File: src/rtl/sass_audio_pkg.sv
// rtl/sass_audio_pkg.sv - shared widths, types and sample-to-duty helper for the PWM audio path
package sass_audio_pkg;

    localparam int SAMPLE_W = 9;
    localparam int CNT_W    = 8;

    typedef enum logic {
        IDLE = 1'b0,
        RUN  = 1'b1
    } state_t;

    typedef logic [SAMPLE_W-1:0] sample_t;
    typedef logic [CNT_W-1:0]    duty_t;

    // Keep the top CNT_W bits of the sample; the low bits are dropped without rounding.
    function automatic duty_t sample_to_duty(input sample_t s);
        return duty_t'(s >> (SAMPLE_W - CNT_W));
    endfunction

endpackage

File: src/rtl/pwm_counter.sv
// rtl/pwm_counter.sv - free-running period counter with registered duty compare
//
// Ports:
//   clk, n_rst : clock, asynchronous active-low reset
//   enable     : count this cycle; low clears cnt and forces pwm_o low next cycle
//   duty       : number of high cycles per 2**CNT_W-cycle period
//   cnt        : current position in the period
//   wrap       : high in the last counted cycle of a period
//   pwm_o      : registered (cnt < duty), one cycle behind cnt
module pwm_counter
    import sass_audio_pkg::*;
(
    input  logic             clk,
    input  logic             n_rst,
    input  logic             enable,
    input  logic [CNT_W-1:0] duty,
    output logic [CNT_W-1:0] cnt,
    output logic             wrap,
    output logic             pwm_o
);

    localparam logic [CNT_W-1:0] CNT_MAX = '1;

    always_ff @(posedge clk or negedge n_rst) begin
        if (!n_rst) begin
            cnt   <= '0;
            pwm_o <= 1'b0;
        end else if (enable) begin
            cnt   <= cnt + CNT_W'(1);
            pwm_o <= (cnt < duty);
        end else begin
            cnt   <= '0;
            pwm_o <= 1'b0;
        end
    end

    assign wrap = enable && (cnt == CNT_MAX);

endmodule

File: src/rtl/pwm_sampler.sv
// rtl/pwm_sampler.sv - requests one sample per PWM period, double-buffers it and applies it as duty
//
// Ports:
//   clk, n_rst : 12 MHz clock, asynchronous active-low reset
//   enable     : run the PWM and issue requests; low forces idle and clears buffered state
//   sample     : sample from soundpath, valid with done
//   done       : one-cycle strobe, sample valid
//   sample_now : one-cycle request at the start of each period
//   pwm_o      : registered PWM output to the external low-pass filter
//   underrun   : one-cycle pulse at a period boundary that found no fresh sample
module pwm_sampler
    import sass_audio_pkg::*;
(
    input  logic    clk,
    input  logic    n_rst,
    input  logic    enable,
    input  sample_t sample,
    input  logic    done,
    output logic    sample_now,
    output logic    pwm_o,
    output logic    underrun
);

    localparam logic [CNT_W-1:0] CNT_MAX = '1;

    state_t           state;
    state_t           state_next;
    logic             run;
    logic             capture;
    logic             req_next;
    logic [CNT_W-1:0] cnt;
    logic [CNT_W-1:0] duty;
    logic             wrap;
    sample_t          shadow;
    logic             shadow_valid;
    logic             pending;
    logic             primed;

    pwm_counter u_counter (
        .clk    (clk),
        .n_rst  (n_rst),
        .enable (run),
        .duty   (duty),
        .cnt    (cnt),
        .wrap   (wrap),
        .pwm_o  (pwm_o)
    );

    always_comb begin
        state_next = state;
        case (state)
            IDLE:    if (enable)  state_next = RUN;
            RUN:     if (!enable) state_next = IDLE;
            default: state_next = IDLE;
        endcase
        // The counter only advances while staying in RUN, so the first RUN cycle sees cnt=0.
        run      = (state == RUN) && (state_next == RUN);
        capture  = done && pending;
        // Registered request: high whenever the next cycle is a RUN cycle with cnt=0.
        req_next = (state_next == RUN) && (!run || (cnt == CNT_MAX));
    end

    // A boundary without a fresh sample is only an underrun once a sample has ever been applied.
    assign underrun = wrap && primed && !shadow_valid;

    always_ff @(posedge clk or negedge n_rst) begin
        if (!n_rst) begin
            state        <= IDLE;
            sample_now   <= 1'b0;
            pending      <= 1'b0;
            shadow       <= '0;
            shadow_valid <= 1'b0;
            primed       <= 1'b0;
            duty         <= '0;
        end else begin
            state      <= state_next;
            sample_now <= req_next;
            if (state_next == IDLE) begin
                pending      <= 1'b0;
                shadow_valid <= 1'b0;
                primed       <= 1'b0;
                duty         <= '0;
            end else begin
                if (capture) begin
                    shadow <= sample;
                end
                // A new request wins over a coincident capture so it stays outstanding.
                if (sample_now) begin
                    pending <= 1'b1;
                end else if (capture) begin
                    pending <= 1'b0;
                end
                if (wrap && shadow_valid) begin
                    duty   <= sample_to_duty(shadow);
                    primed <= 1'b1;
                end
                // A capture in the boundary cycle itself survives to the next boundary.
                if (capture) begin
                    shadow_valid <= 1'b1;
                end else if (wrap) begin
                    shadow_valid <= 1'b0;
                end
            end
        end
    end

endmodule
File: config.mk
export PLATFORM = sky130hd
export DESIGN_NAME = pwm_sampler
export DESIGN_NICKNAME = d
export VERILOG_FILES = /design/src/rtl/sass_audio_pkg.sv /design/src/rtl/pwm_counter.sv /design/src/rtl/pwm_sampler.sv
export SDC_FILE = /design/constraint.sdc
export NUM_CORES = 1
export LEC_CHECK = 0
export BUFFER_PORTS_ARGS = -buffer_cell sky130_fd_sc_hd__buf_2
export CORE_ASPECT_RATIO = 1.75
export CORE_MARGIN = 5
export CORE_UTILIZATION = 45
export DETAILED_ROUTE_END_ITERATION = 6
export GPL_TIMING_DRIVEN = 0
export PLACE_DENSITY = 0.65
export SLEW_MARGIN = 20
export SYNTH_ARGS = -nofsm -noshare
export SYNTH_HDL_FRONTEND = slang
export SYNTH_SLANG_ARGS = --single-unit
export TNS_END_PERCENT = 30
File: constraint.sdc
create_clock -name clk -period 1.7 [get_ports clk]
set_input_delay 0 -clock clk [delete_from_list [all_inputs] [get_ports clk]]
set_output_delay 0 -clock clk [all_outputs]
set_load 0.01 [all_outputs]
==> results.py <==
metrics = {
    "detailed_routing": {
        "drtIter0Drc": 9,
        "ant_nets": 0,
        "drc": 0,
        "vias_per_cell": 5.06,
        "drt_first_pass_iters": 4,
        "drt_wl_total_um": 2630,
        "wire_per_inst_um": 13.0,
        "vias": 1022,
    },
    "critical_path": {
        "rr_worst_depth": 4,
        "cp_cell_sequence": "ha_1, and4_1, a2111oi_4, o31a_1",
        "crit_type": "reg2reg",
        "cp.required_ns": 1.92,
        "worst-path-stages": 4,
        "slowest_delay_ns": 0.42,
        "path_buf_inv": 0,
        "crit_start": "u_counter.cnt[7]$_DFF_PN0_",
        "r2r_end": "u_counter.pwm_o$_DFF_PN0_",
        "worstReg2RegStart": "u_counter.cnt[7]$_DFF_PN0_",
        "crit_end": "u_counter.pwm_o$_DFF_PN0_",
        "end_kind": "flip-flop",
        "r2r_slack_ns": 0.07,
        "critical-path-slowest-cell": "dfrtp_1",
        "path_delay_family": "compound AO/OA/AOI/OAI gates",
        "cp-start-kind": "flip-flop",
        "critPathArrivalTime_ns": 1.84,
        "cp_max_fo": 4,
    },
    "clock_tree": {
        "htree_levels": 2,
        "clock-sinks": 30,
        "cts_tree": "done",
        "cts.clk_slew.worst_paths_ns": 0.06,
        "clockRootBuffer": "clkbuf_8",
        "clk_path_buf_depth": 2,
        "clk_latency_ns": 0.28,
        "post_cts_buffers": 0,
        "cts_buffers": 5,
    },
    "pwr": {
        "p_switching_mw": 0.344,
        "p_int_mw": 1.26,
        "vdd_ir_drop_max_mv": 0.760,
        "p_comb_share_pct": 8.4,
        "power.density_nw_per_um2": 904,
        "switching_share_pct": 21.5,
        "leakage_nw": 0.875,
        "p_total_mw": 1.60,
        "p_seq_share_pct": 49.9,
        "clockPowerShare_pct": 41.6,
    },
    "timing": {
        "fin_crit_ns": 1.63,
        "hold_viol": 0,
        "rsz0062_at_grt": "no",
        "setup_violations": 0,
        "setup_tns_ns": 0,
        "final_max_slew_viol_count": 0,
        "skew_ns": 0.00361,
        "worst_pin_slew_ns": 0.664,
        "max_freq_ghz": 0.615,
        "relSlewSlack_pct": 55.7,
        "finalCritPeriodShare_pct": 95.7,
    },
    "placed_design": {
        "hpwlAfterDp_um": 1980,
        "portBuffers": 14,
        "gp_congestion": 0.740,
        "placed_cells": 184,
    },
    "synthesis": {
        "syn_inst": 127,
        "synth_nets": 148,
        "netlist_area_um2": 1410,
        "async_reset_ff_share_pct": 100,
        "yosysUniqueCellTypes": 30,
        "ys_ff_latch": 30,
        "synth_top_cell_area_share_pct": 53.2,
        "ys_seq_area_share_pct": 53.2,
        "synth_area_leaders": "dfrtp_1 53%, ha_1 7.1%, mux2_2 6.4%",
        "synth.yosys.warnings": 0,
        "yosys.area.top_type": "dfrtp_1",
        "ys.flop_type": "dfrtp_1",
        "synth_edf_count": 0,
        "synth_area_per_cell_um2": 11.1,
    },
    "grt": {
        "grt_pass1_wl_um": 4710,
        "grt_max_degree": 31,
        "grtUsageTotal_pct": 14.5,
        "antenna_found_initial": 0,
        "grt_pass1_vias": 1089,
        "overflow": 0,
    },
    "finish": {
        "drive_above_1_share_pct": 23.3,
        "synthToLayoutAreaGrowth_pct": 25.5,
        "instances_no_fill": 202,
        "n_antenna_cell": 0,
        "finalNetCount": 179,
    },
    "floorplanning": {
        "std_cell_rows": 27,
        "die_h_um": 84.1,
        "core_um2": 3070,
        "die_area_um2": 4400,
        "die_w_um": 52.3,
        "initial_core_util_pct": 45.9,
        "pin_count": 16,
    },
    "run": {
        "maxCapViolCount": 0,
    },
    "status": {
        "status": "finished clean",
    },
    "min_path": {
        "hold_path.class": "in2reg",
    },
}
how the worst min path moves through the flow:
stage,start,endpoint,slack [ns],cells after the start
after floorplan,n_rst,duty[0]$_DFFE_PN0P_,-0.30,0
after global placement,n_rst,u_counter.cnt[0]$_DFF_PN0_,0.06,1
after detailed placement,n_rst,u_counter.cnt[3]$_DFF_PN0_,0.07,1
after CTS,done,pending$_DFFE_PN0P_,0.03,3
after global routing,done,pending$_DFFE_PN0P_,0.05,3
final,done,pending$_DFFE_PN0P_,0.04,3
cell usage in the layout, fill, tap and decap left out, drive strengths merged, types with 2 or more instances in the layout:
cell and instances:
a21oi 3, clkbuf 9, or3 3, dlygate4sd3 10
a2111oi 2, o21ai 3, mux2 8, nand3 4
buf 16, xnor2 2, ha 8, o21a 2
and3 3, inv 16, nand4 3, dfrtp 30
mux2i 8, nand2 13, and4 2, nor2 5
power groups by stage:
stage / clock, mW / combinational [mW] / sequential, mW
6_report: 0.667 / 0.135 / 0.800
5_1_grt: 0.714 / 0.159 / 0.809
4_1_cts: 0.686 / 0.137 / 0.800
3_5_place_dp: 0 / 0.119 / 0.813
3_3_place_gp: 0 / 0.114 / 0.810
2_1_floorplan: 0 / 0.0768 / 0.805
area by class of cell:
type / count / area, um2
Timing Repair Buffer: 24 / 170
Clock buffer: 8 / 110
Multi-Input combinational cell: 78 / 607
Inverter: 16 / 60.1
Buffer: 3 / 20.0
Sequential cell: 30 / 751
Tap cell: 43 / 53.8
Fill cell: 268 / 1300
state kept, by name, indices dropped and copies added (netlist names):
name / count
u_counter.cnt: 8
duty: 8
u_counter.pwm_o: 1
primed: 1
pending: 1
state: 1
shadow_valid: 1
shadow: 8
sample_now: 1
worst register-to-register path, stage by stage (launching register included):
cell,delay (ns)
dfrtp_1,0.42
ha_1,0.36
and4_1,0.23
a2111oi_4,0.36
o31a_1,0.20
per-stage QoR:
stage	utilization (%)	setup WS (ns)	instance area, um2	hold slack, ns
after CTS	57.0	0.0149	1750	0.0309
after floorplan	-	0.230	1410	-0.296
after global routing	57.6	0.000238	1770	0.0454
after global placement	49.9	-0.152	1540	0.0606
final	57.6	0.0732	1770	0.0359
after detailed placement	49.9	-0.173	1540	0.0708
logic make-up (layout without fill, tap and decap cells):
logic type	after synthesis	in the layout	share of synthesized area (%)
AND/OR/NAND/NOR	37	37	13.4
flip-flops	30	30	53.2
buffers and inverters	19	51	5.67
multiplexers	16	16	12.1
AO/OA/AOI/OAI	14	14	6.74
adder cells (fa/ha/maj)	8	8	7.09
XOR/XNOR	3	3	1.86
layer usage:
layer	vias to the layer above	share of wire (%)	track usage, %
li1	491	-	-
met1	502	36	14.6
met2	19	55	24.7
met3	10	3.8	3.40
met4	0	4.5	10.0
met5	-	0	0
synth_stat cells, types with 2 or more instances:
| master | n |
|---|---|
| a2111oi_0 | 2 |
| a21oi_1 | 3 |
| and3_1 | 2 |
| and4_1 | 2 |
| dfrtp_1 | 30 |
| ha_1 | 8 |
| inv_1 | 16 |
| mux2_2 | 8 |
| mux2i_1 | 8 |
| nand2_1 | 13 |
| nand3_1 | 4 |
| nand4_1 | 3 |
| nor2_1 | 5 |
| o21a_1 | 2 |
| o21ai_0 | 3 |
| or3_1 | 3 |
| xnor2_1 | 2 |
repair_timing:
action | in CTS | in global routing
gates cloned | 0 | 0
gates resized for setup | 2 | 3
endpoints found under the hold margin | 39 | 0
hold buffers | 10 | 0
endpoints found under the setup margin | 1 | 2
Power figures use the tool's default switching activity.
